<file path="config.mk">
export PLATFORM = sky130hd
export DESIGN_NAME = id_reg_file_mp
export DESIGN_NICKNAME = d
export VERILOG_FILES = /design/src/rtl/id_reg_file_mp_pkg.sv /design/src/rtl/id_rf_wb_merge.sv /design/src/rtl/id_reg_file_mp.sv
export SDC_FILE = /design/constraint.sdc
export NUM_CORES = 2
export LEC_CHECK = 0
export BUFFER_PORTS_ARGS = -buffer_cell sky130_fd_sc_hd__buf_2
export CELL_PAD_IN_SITES_DETAIL_PLACEMENT = 2
export CELL_PAD_IN_SITES_GLOBAL_PLACEMENT = 2
export CORE_UTILIZATION = 40
export DETAILED_ROUTE_END_ITERATION = 12
export MAX_ROUTING_LAYER = met4
export PLACE_DENSITY_LB_ADDON = 0.12
export SYNTH_ARGS = -nofsm -noshare
export SYNTH_HDL_FRONTEND = slang
export SYNTH_SLANG_ARGS = --single-unit
</file>
<file path="constraint.sdc">
create_clock -name clk -period 8.45 [get_ports clk]
set_clock_uncertainty 0.15 [all_clocks]
set_input_delay 1.69 -clock clk [delete_from_list [all_inputs] [get_ports clk]]
set_output_delay 1.69 -clock clk [all_outputs]
set_load 0.005 [all_outputs]
</file>
<file path="src/rtl/id_reg_file_mp_pkg.sv">
// Shared constants for the decode-stage register file: default data width,
// default register count and the hard-wired zero register index.
package id_reg_file_mp_pkg;

  localparam int XLEN_DEF = 32;
  localparam int NREG_DEF = 32;
  localparam int X0       = 0;

endpackage

</file>
<file path="src/rtl/id_rf_wb_merge.sv">
// Write-back merge: decides which lanes are accepted against the scoreboard and
// folds them into per-register write-enable, write-data and busy-clear vectors.
module id_rf_wb_merge
  import id_reg_file_mp_pkg::*;
#(
  parameter int XLEN  = XLEN_DEF,
  parameter int NREG  = NREG_DEF,
  parameter int NWB   = 2,
  parameter int TAG_W = 3,
  parameter int AW    = $clog2(NREG)
) (
  input  logic [NWB-1:0]        wb_vld,
  input  logic [NWB*AW-1:0]     wb_rd,
  input  logic [NWB*TAG_W-1:0]  wb_tag,
  input  logic [NWB*XLEN-1:0]   wb_data,
  input  logic [NREG-1:0]       busy,
  input  logic [NREG*TAG_W-1:0] tag,
  output logic [NREG-1:0]       we,
  output logic [NREG*XLEN-1:0]  wdata,
  output logic [NREG-1:0]       clr
);

  logic [NWB-1:0] accept;

  // A busy register only takes the write from the producer that currently owns it.
  always_comb begin
    accept = '0;
    for (int k = 0; k < NWB; k++) begin
      accept[k] = wb_vld[k]
                  && (wb_rd[k*AW +: AW] != AW'(X0))
                  && (!busy[wb_rd[k*AW +: AW]]
                      || (tag[wb_rd[k*AW +: AW]*TAG_W +: TAG_W] == wb_tag[k*TAG_W +: TAG_W]));
    end
  end

  // Lanes scanned in ascending order so the highest accepted lane wins the data.
  always_comb begin
    we    = '0;
    wdata = '0;
    for (int r = 1; r < NREG; r++) begin
      for (int k = 0; k < NWB; k++) begin
        if (accept[k] && (wb_rd[k*AW +: AW] == AW'(r))) begin
          we[r]                 = 1'b1;
          wdata[r*XLEN +: XLEN] = wb_data[k*XLEN +: XLEN];
        end
      end
    end
    clr = we;
  end

endmodule

</file>
<file path="src/rtl/id_reg_file_mp.sv">
// Multi-port integer register file with per-register busy/tag scoreboard,
// clocked multi-lane write-back and optional same-cycle write-back forwarding.
module id_reg_file_mp
  import id_reg_file_mp_pkg::*;
#(
  parameter int XLEN   = XLEN_DEF,
  parameter int NREG   = NREG_DEF,
  parameter int NRD    = 2,
  parameter int NWB    = 2,
  parameter int TAG_W  = 3,
  parameter int BYPASS = 1,
  localparam int AW    = $clog2(NREG)
) (
  input  logic                 clk,
  input  logic                 rst,
  input  logic [NRD*AW-1:0]    rd_addr,
  output logic [NRD*XLEN-1:0]  rd_data,
  output logic [NRD-1:0]       rd_busy,
  input  logic                 iss_vld,
  input  logic [AW-1:0]        iss_rd,
  input  logic [TAG_W-1:0]     iss_tag,
  input  logic [NWB-1:0]       wb_vld,
  input  logic [NWB*AW-1:0]    wb_rd,
  input  logic [NWB*TAG_W-1:0] wb_tag,
  input  logic [NWB*XLEN-1:0]  wb_data,
  input  logic                 flush
);

  logic [XLEN-1:0]       regs [1:NREG-1];
  // Entry 0 of busy/tag is never written, so x0 always reads as idle.
  logic [NREG-1:0]       busy;
  logic [NREG*TAG_W-1:0] tag;

  logic [NREG-1:0]       we;
  logic [NREG-1:0]       clr;
  logic [NREG*XLEN-1:0]  wdata;
  logic [NREG-1:0]       busy_nxt;
  logic                  tag_set;

  id_rf_wb_merge #(
    .XLEN  (XLEN),
    .NREG  (NREG),
    .NWB   (NWB),
    .TAG_W (TAG_W),
    .AW    (AW)
  ) u_merge (
    .wb_vld  (wb_vld),
    .wb_rd   (wb_rd),
    .wb_tag  (wb_tag),
    .wb_data (wb_data),
    .busy    (busy),
    .tag     (tag),
    .we      (we),
    .wdata   (wdata),
    .clr     (clr)
  );

  // Priority: flush > issue > write-back clear.
  always_comb begin
    busy_nxt = busy & ~clr;
    if (iss_vld && (iss_rd != AW'(X0))) begin
      busy_nxt[iss_rd] = 1'b1;
    end
    if (flush) begin
      busy_nxt = '0;
    end
    busy_nxt[X0] = 1'b0;
  end

  assign tag_set = iss_vld && !flush && (iss_rd != AW'(X0));

  always_ff @(posedge clk or negedge rst) begin
    if (!rst) begin
      for (int r = 1; r < NREG; r++) begin
        regs[r] <= '0;
      end
      busy <= '0;
      tag  <= '0;
    end else begin
      for (int r = 1; r < NREG; r++) begin
        if (we[r]) begin
          regs[r] <= wdata[r*XLEN +: XLEN];
        end
      end
      busy <= busy_nxt;
      if (tag_set) begin
        tag[iss_rd*TAG_W +: TAG_W] <= iss_tag;
      end
    end
  end

  for (genvar p = 0; p < NRD; p++) begin : g_rd
    logic [AW-1:0]   a;
    logic [XLEN-1:0] d;
    logic            b;

    assign a = rd_addr[p*AW +: AW];

    always_comb begin
      d = '0;
      b = 1'b0;
      if (a != AW'(X0)) begin
        if ((BYPASS != 0) && we[a]) begin
          d = wdata[a*XLEN +: XLEN];
        end else begin
          d = regs[a];
          b = busy[a];
        end
      end
    end

    assign rd_data[p*XLEN +: XLEN] = d;
    assign rd_busy[p]              = b;
  end

endmodule

</file>
==> results of run 1 <==
[routing by layer]
layer  global-route usage  GRT overflow
met1               0.8090             2
met2               0.9174            13
met3               0.6535             5
met4               0.7363            11
met5                    -             -
[logic make-up after synthesis]
group / after synthesis / synth area share
AO/OA/AOI/OAI: 3364 / 0.2525
adder cells (fa/ha/maj): 7 / 0.0009709
multiplexers: 1228 / 0.2379
buffers and inverters: 1229 / 0.05335
AND/OR/NAND/NOR: 3114 / 0.1440
XOR/XNOR: 8 / 0.0008600
flip-flops: 1119 / 0.3104
[Yosys cell counts, types with 41 or more instances]
| master | instances | area [sq um] |
|---|---|---|
| nand2_1 | 1801 | 6760 |
| dfrtp_1 | 1119 | 28000 |
| clkbuf_1 | 884 | 3318 |
| o21ai_0 | 748 | 3744 |
| mux4_2 | 720 | 16220 |
| nor2_1 | 687 | 2579 |
| a21oi_1 | 531 | 2658 |
| a22oi_1 | 440 | 3303 |
| mux2i_1 | 377 | 3774 |
| buf_1 | 205 | 769.5 |
| a31oi_1 | 191 | 1195 |
| nand3_1 | 173 | 865.8 |
| a21boi_0 | 169 | 1269 |
| a221oi_1 | 165 | 1445 |
| a21o_1 | 146 | 1096 |
| a211oi_1 | 138 | 1036 |
| mux2_2 | 130 | 1464 |
| nor3_1 | 127 | 635.6 |
| a22o_1 | 107 | 937.2 |
| o22ai_1 | 95 | 594.3 |
| o211ai_1 | 70 | 525.5 |
| o31ai_1 | 63 | 473.0 |
| buf_2 | 59 | 295.3 |
| and2_1 | 58 | 362.9 |
| a32oi_1 | 57 | 499.2 |
| o21a_1 | 52 | 390.4 |
| and3_1 | 49 | 306.5 |
| inv_1 | 47 | 176.4 |
| a221o_1 | 46 | 460.4 |
| nand2b_1 | 43 | 269.0 |
| nor2b_1 | 41 | 256.5 |
| o221ai_1 | 41 | 359.1 |
[metrics by stage]
stage | hold WS (ps) | setup WS, ps
CTS | 348.2 | -111.8
detailed placement | 334.9 | -1158
global placement | 319.6 | -1014
floorplan | 306.2 | 888.5
[what timing repair did]
action / 4_1_cts
setup buffers: 39
hold buffers: 0
resized for setup: 158
cloned: 1
endpoints found under the setup margin: 64
hold endpoints to repair: 0
pin swaps: 28
==> results by group, run 1 <==
Global routing
  • Final global-route overflow total: 31
  • Initial antenna violation count: 160
  • Largest net degree at the start of global routing: 159
  • Total GRT Usage: 0.7964

Logic synthesis
  • Yosys warning total: 0
  • Ys async rst share: 1.000
  • Sequential fraction of the synthesis area: 0.3104
  • Top_reg_cell synth: dfrtp_1
  • Synthesized cell area: between 90000 and 100000 sq um
  • Cells after Synth: between 10000 and 15000
  • Post-synth EDFFs: 0
  • Synthesized net count: about 10000
  • #FFs+latches synth: 1119
  • Yosys cell types: 102
  • Mean Syn Cell Area: between 8 and 9 sq um

Floorplan
  • Initial Utilization: 0.4042
  • Die width: 476.9 um
  • Standard-cell rows: ~170
  • Io pins: 170
  • Die H: about 480 um

CTS
  • CTS H-tree lvls: 4
  • TritonCTS Buffers: 150
  • CTS sink count: 1119
  • Clock root buffer: clkbuf_16
  • Max Buffers Root-to-Sink: 3

Placed design
  • I/O Buffers: 169
  • Detail Placement HPWL: a little over 500000 um
  • Placed cell areas: 105400 sq um
  • Final Wtd Congestion: roughly 1.1
  • Placed cells: 13660

Status
  • Status: did not finish
  • Log Error: [ERROR GRT-0232] Routing congestion too high. Check the congestion heatmap in the GUI.
  • Last stage reached: global routing (5_1_grt)

Timing
  • Worst EP Category: top-level output
  • Post-GRT worst EP: rd_data[48]
==> inputs of run 2 (changes only) <==
Settings changed: CELL_PAD_IN_SITES_DETAIL_PLACEMENT 2 to default, CELL_PAD_IN_SITES_GLOBAL_PLACEMENT 2 to default, CORE_UTILIZATION 40 to 25, MAX_ROUTING_LAYER met4 to default, PLACE_DENSITY_LB_ADDON 0.12 to 0.15.
==> run 2 against run 1 <==
Effect of this change: the flow now finishes, with violations (capacitance limit, slew limit, setup timing); area after synthesis is the same; synthesized cell count is the same.
==> results by group, run 2 <==
Status
  • Status: finished with violations
  • Failing checks: capacitance limit, slew limit, setup timing

Final layout
  • Number of flip-flops in the largest register: slightly below 1000
  • Core Util, Final: 0.3371
  • Area growth syn-to-layout: 34.23%
  • Fillers: 37050
  • Leading cell type in the layout, fill and taps excluded: buf_4
  • Top reg by flops: regs
  • Most frequent cells in the layout: buf_4 (1929), nand2_1 (1784), dfrtp_1 (1119)
  • Fin nets: about 12000
  • Largest registers: regs x992, tag x96, busy x31
  • Share of cells above drive strength 1: 0.3402

Logic synthesis
  • Synthesized cell area: 90210 sq um (unchanged)
  • Mean Syn Cell Area: 8.959 sq um (unchanged)
  • Sequential fraction of the synthesis area: 0.3104 (unchanged)
  • Count leader, synth: nand2_1
  • Synth cell count leaders: nand2_1 (1801), dfrtp_1 (1119), clkbuf_1 (884)
  • Post-synth EDFFs: 0 (unchanged)
  • Synth Area in Adders: 0.0009709 (unchanged)
  • Top_reg_cell synth: dfrtp_1
  • Main combinational cell family by area after synthesis: compound AO/OA/AOI/OAI gates
  • Post-synth top area cell: dfrtp_1
  • Post-synthesis simple-gate area fraction: 0.1440 (unchanged)
  • Synth Area in Compound Gates: 0.2525 (unchanged)
  • Top-area cell type share of the netlist area: 0.3104 (unchanged)
  • Ranking of synthesized cells by area: dfrtp_1 (31%), mux4_2 (18%), nand2_1 (7.5%)
  • Mux share of post-synthesis cell area: 0.2379 (unchanged)
  • Xor/xnor share of the synthesized area: 0.0008600 (unchanged)
  • Synthesized net count: 10180 (unchanged)
  • Ys async rst share: 1.000 (unchanged)
  • Cells after Synth: 10070 (unchanged)
  • Yosys warning total: 0 (unchanged)
  • Yosys cell types: 102 (unchanged)
  • #FFs+latches synth: 1119 (unchanged)

Timing
  • Rel. slew slack: -0.007413
  • Final cycle utilization of the critical path: 1.011
  • Final worst path period need: ~8500 ps
  • Final Setup Violations: 16
  • RSZ-0062 raised after global routing: yes
  • Hold Vio Cnt, Final: 0
  • Final worst slack: -92.18 ps
  • Max Slew Vio Count: 15
  • Fmax: 117.1 MHz
  • Worst-Margin Slew: approximately 1500 ps

Setup path
  • Critical-path maximum fanout: 8
  • Crit path kind: input pin to output pin
  • Data arrival, critical path: 6700 ps
  • Crit end category: output pin
  • CP startpoint: wb_rd[2]
  • Startpoint Class: input pin
  • CP delay by family, top: buffers and inverters
  • CP max stage cell: o41a_4
  • CP peak stage delay: 520 ps
  • Crit path buffers/inverters: 12
  • Worst EP required: 6610 ps
  • Reg2Reg Setup Slack: around 3400 ps
  • CP most frequent cell: buf_4
  • RR Startpoint: tag[80]

Route
  • WL final: 766900 um
  • WL/cell: 46.65 um
  • Antenna-violating nets left: 0
  • DR DRC count: 0
  • Vias per std cell: roughly 6.6
  • Initial DRT Pass Iterations: 9
  • Vias: about 110k
  • Detailed Route Iter0 Violations: between 15000 and 20000

Placed design
  • Pre-CTS setup slack: -1400 ps (-241.2 ps)
  • I/O Buffers: 169 (unchanged)
  • Detail Placement HPWL: 540400 um (+5.7%)
  • Final Wtd Congestion: 1.056 (-8.0%)

Global routing
  • Vias in the first global route: about 100k
  • First-pass GRT wire length: ~1000000 um
  • Met2 Track Usage GR: 0.5798
  • Initial antenna violation count: 106
  • Largest net degree at the start of global routing: 151
  • Final global-route overflow total: 0
  • Most used routing layer: met2
  • Total GRT Usage: 0.4083
  • Met3 GRT Util: 0.1337
  • Met1 Use GR: 0.5057

Floorplan
  • Die ar.: between 300000 and 400000 sq um
  • Standard-cell rows: 220 (+27%)
  • Die H: 602.7 um (+26%)
  • Initial Utilization: 0.2511 (-0.1531)
  • Die width: 602.7 um (+26%)
  • Io pins: 170 (unchanged)
  • Core footprint: between 300000 and 400000 sq um

Pwr
  • Clock Power Share: 0.341
  • Internal power: between 10000 and 15000 uW
  • Power density over cell area: between 150 and 200 nW/um^2
  • Worst vdd ir: between 0.15 and 0.2 mV
  • Flop pwr share: 0.346
  • Sw frac: 0.3733
  • LEAKAGE: about 0.05 uW
  • Comb pwr share: 0.313
  • Switching pwr: between 8000 and 9000 uW

CTS
  • Clock root buffer: clkbuf_16
  • CTS sink count: 1119 (unchanged)
  • Clk Latency, worst-skew pair: ~930 ps
  • CTS H-tree lvls: 4 (unchanged)
  • Hold_buf cts: 0 (unchanged)
  • Clock transition at path regs: about 50 ps
  • CTS tree: built
  • Max Buffers Root-to-Sink: 4 (+1)
  • TritonCTS Buffers: 165 (+10%)

Hold path
  • Hold path start: regs[174]
  • Worst hold-check path type: flop to flop

Run
  • Max-cap violations: 1
-- run 2: cell counts after synthesis --
Identical to the previous run, type by type.
-- run 2: kinds of logic after synthesis --
group	after synthesis
AO/OA/AOI/OAI	3364
XOR/XNOR	8
adder cells (fa/ha/maj)	7
buffers and inverters	1229
flip-flops	1119
multiplexers	1228
AND/OR/NAND/NOR	3114
-- run 2: metrics by stage --
step | instances | instance area (sq um) | TNS, ps | power [uW] | hold slack [ps]
3_5_place_dp | 15960 | 111500 | -32650 | 14420 | 328.5
6_report | 16440 | 121100 | -586.5 | 22580 | 342.8
4_1_cts | 16310 | 119300 | -338.4 | 22270 | 341.5
3_3_place_gp | 15960 | 111500 | -35890 | 14280 | 320.2
5_1_grt | 16380 | 120900 | -822.7 | 23090 | 358.5
2_1_floorplan | 10070 | 90210 | 0 | 11020 | 306.2
-- run 2: tightest hold or removal path, stage by stage (launching register included) --
cell and delay, ps:
dfrtp_1 350, nand2_1 50, nand2_1 60
-- run 2: path summary, 6_finish.rpt --
check                           cells past startpoint     endpoint
worst max-delay path                               25  rd_data[59]
worst min-delay path                                2    regs[174]
worst max register to register                     14    regs[857]
worst min register to register                      2    regs[174]
max in group asynchronous                           3      tag[32]
min in group asynchronous                           1     busy[29]
-- run 2: final cells by class --
class | instances | area [sq um] | area share
clock inverter | 63 | 905.9 | 0.007481
inverter | 58 | 250.2 | 0.002067
tap | 4773 | 5972 | 0.04932
sequential | 1119 | 28000 | 0.2313
multi-input combinational | 7721 | 60120 | 0.4965
timing repair buffer | 2397 | 20870 | 0.1723
clock buffer | 237 | 4791 | 0.03957
antenna | 72 | 180.2 | 0.001488
-- run 2: metal layers --
layer / vias up / part of all wire
li1: 41160 / -
met1: 55830 / 0.38
met2: 9289 / 0.41
met3: 2475 / 0.12
met4: 50 / 0.095
met5: - / 0.00057
-- run 2: power groups by stage --
| stage | registers, uW | logic, uW | clock network (uW) |
|---|---|---|---|
| floorplan | 7350 | 3670 | 0 |
| global route | 7920 | 7240 | 7930 |
| CTS | 7730 | 6780 | 7760 |
| finish | 7810 | 7070 | 7700 |
| global placement | 7730 | 6550 | 0 |
| detailed placement | 7820 | 6600 | 0 |
-- run 2: what timing repair did --
item                                    CTS  global route
cloned                                    3             6
pin swaps                                78            97
buffers inserted                         53            51
gates resized for setup                 336           234
endpoints found under the setup margin   64            64
(Power assumes the default switching activity.)
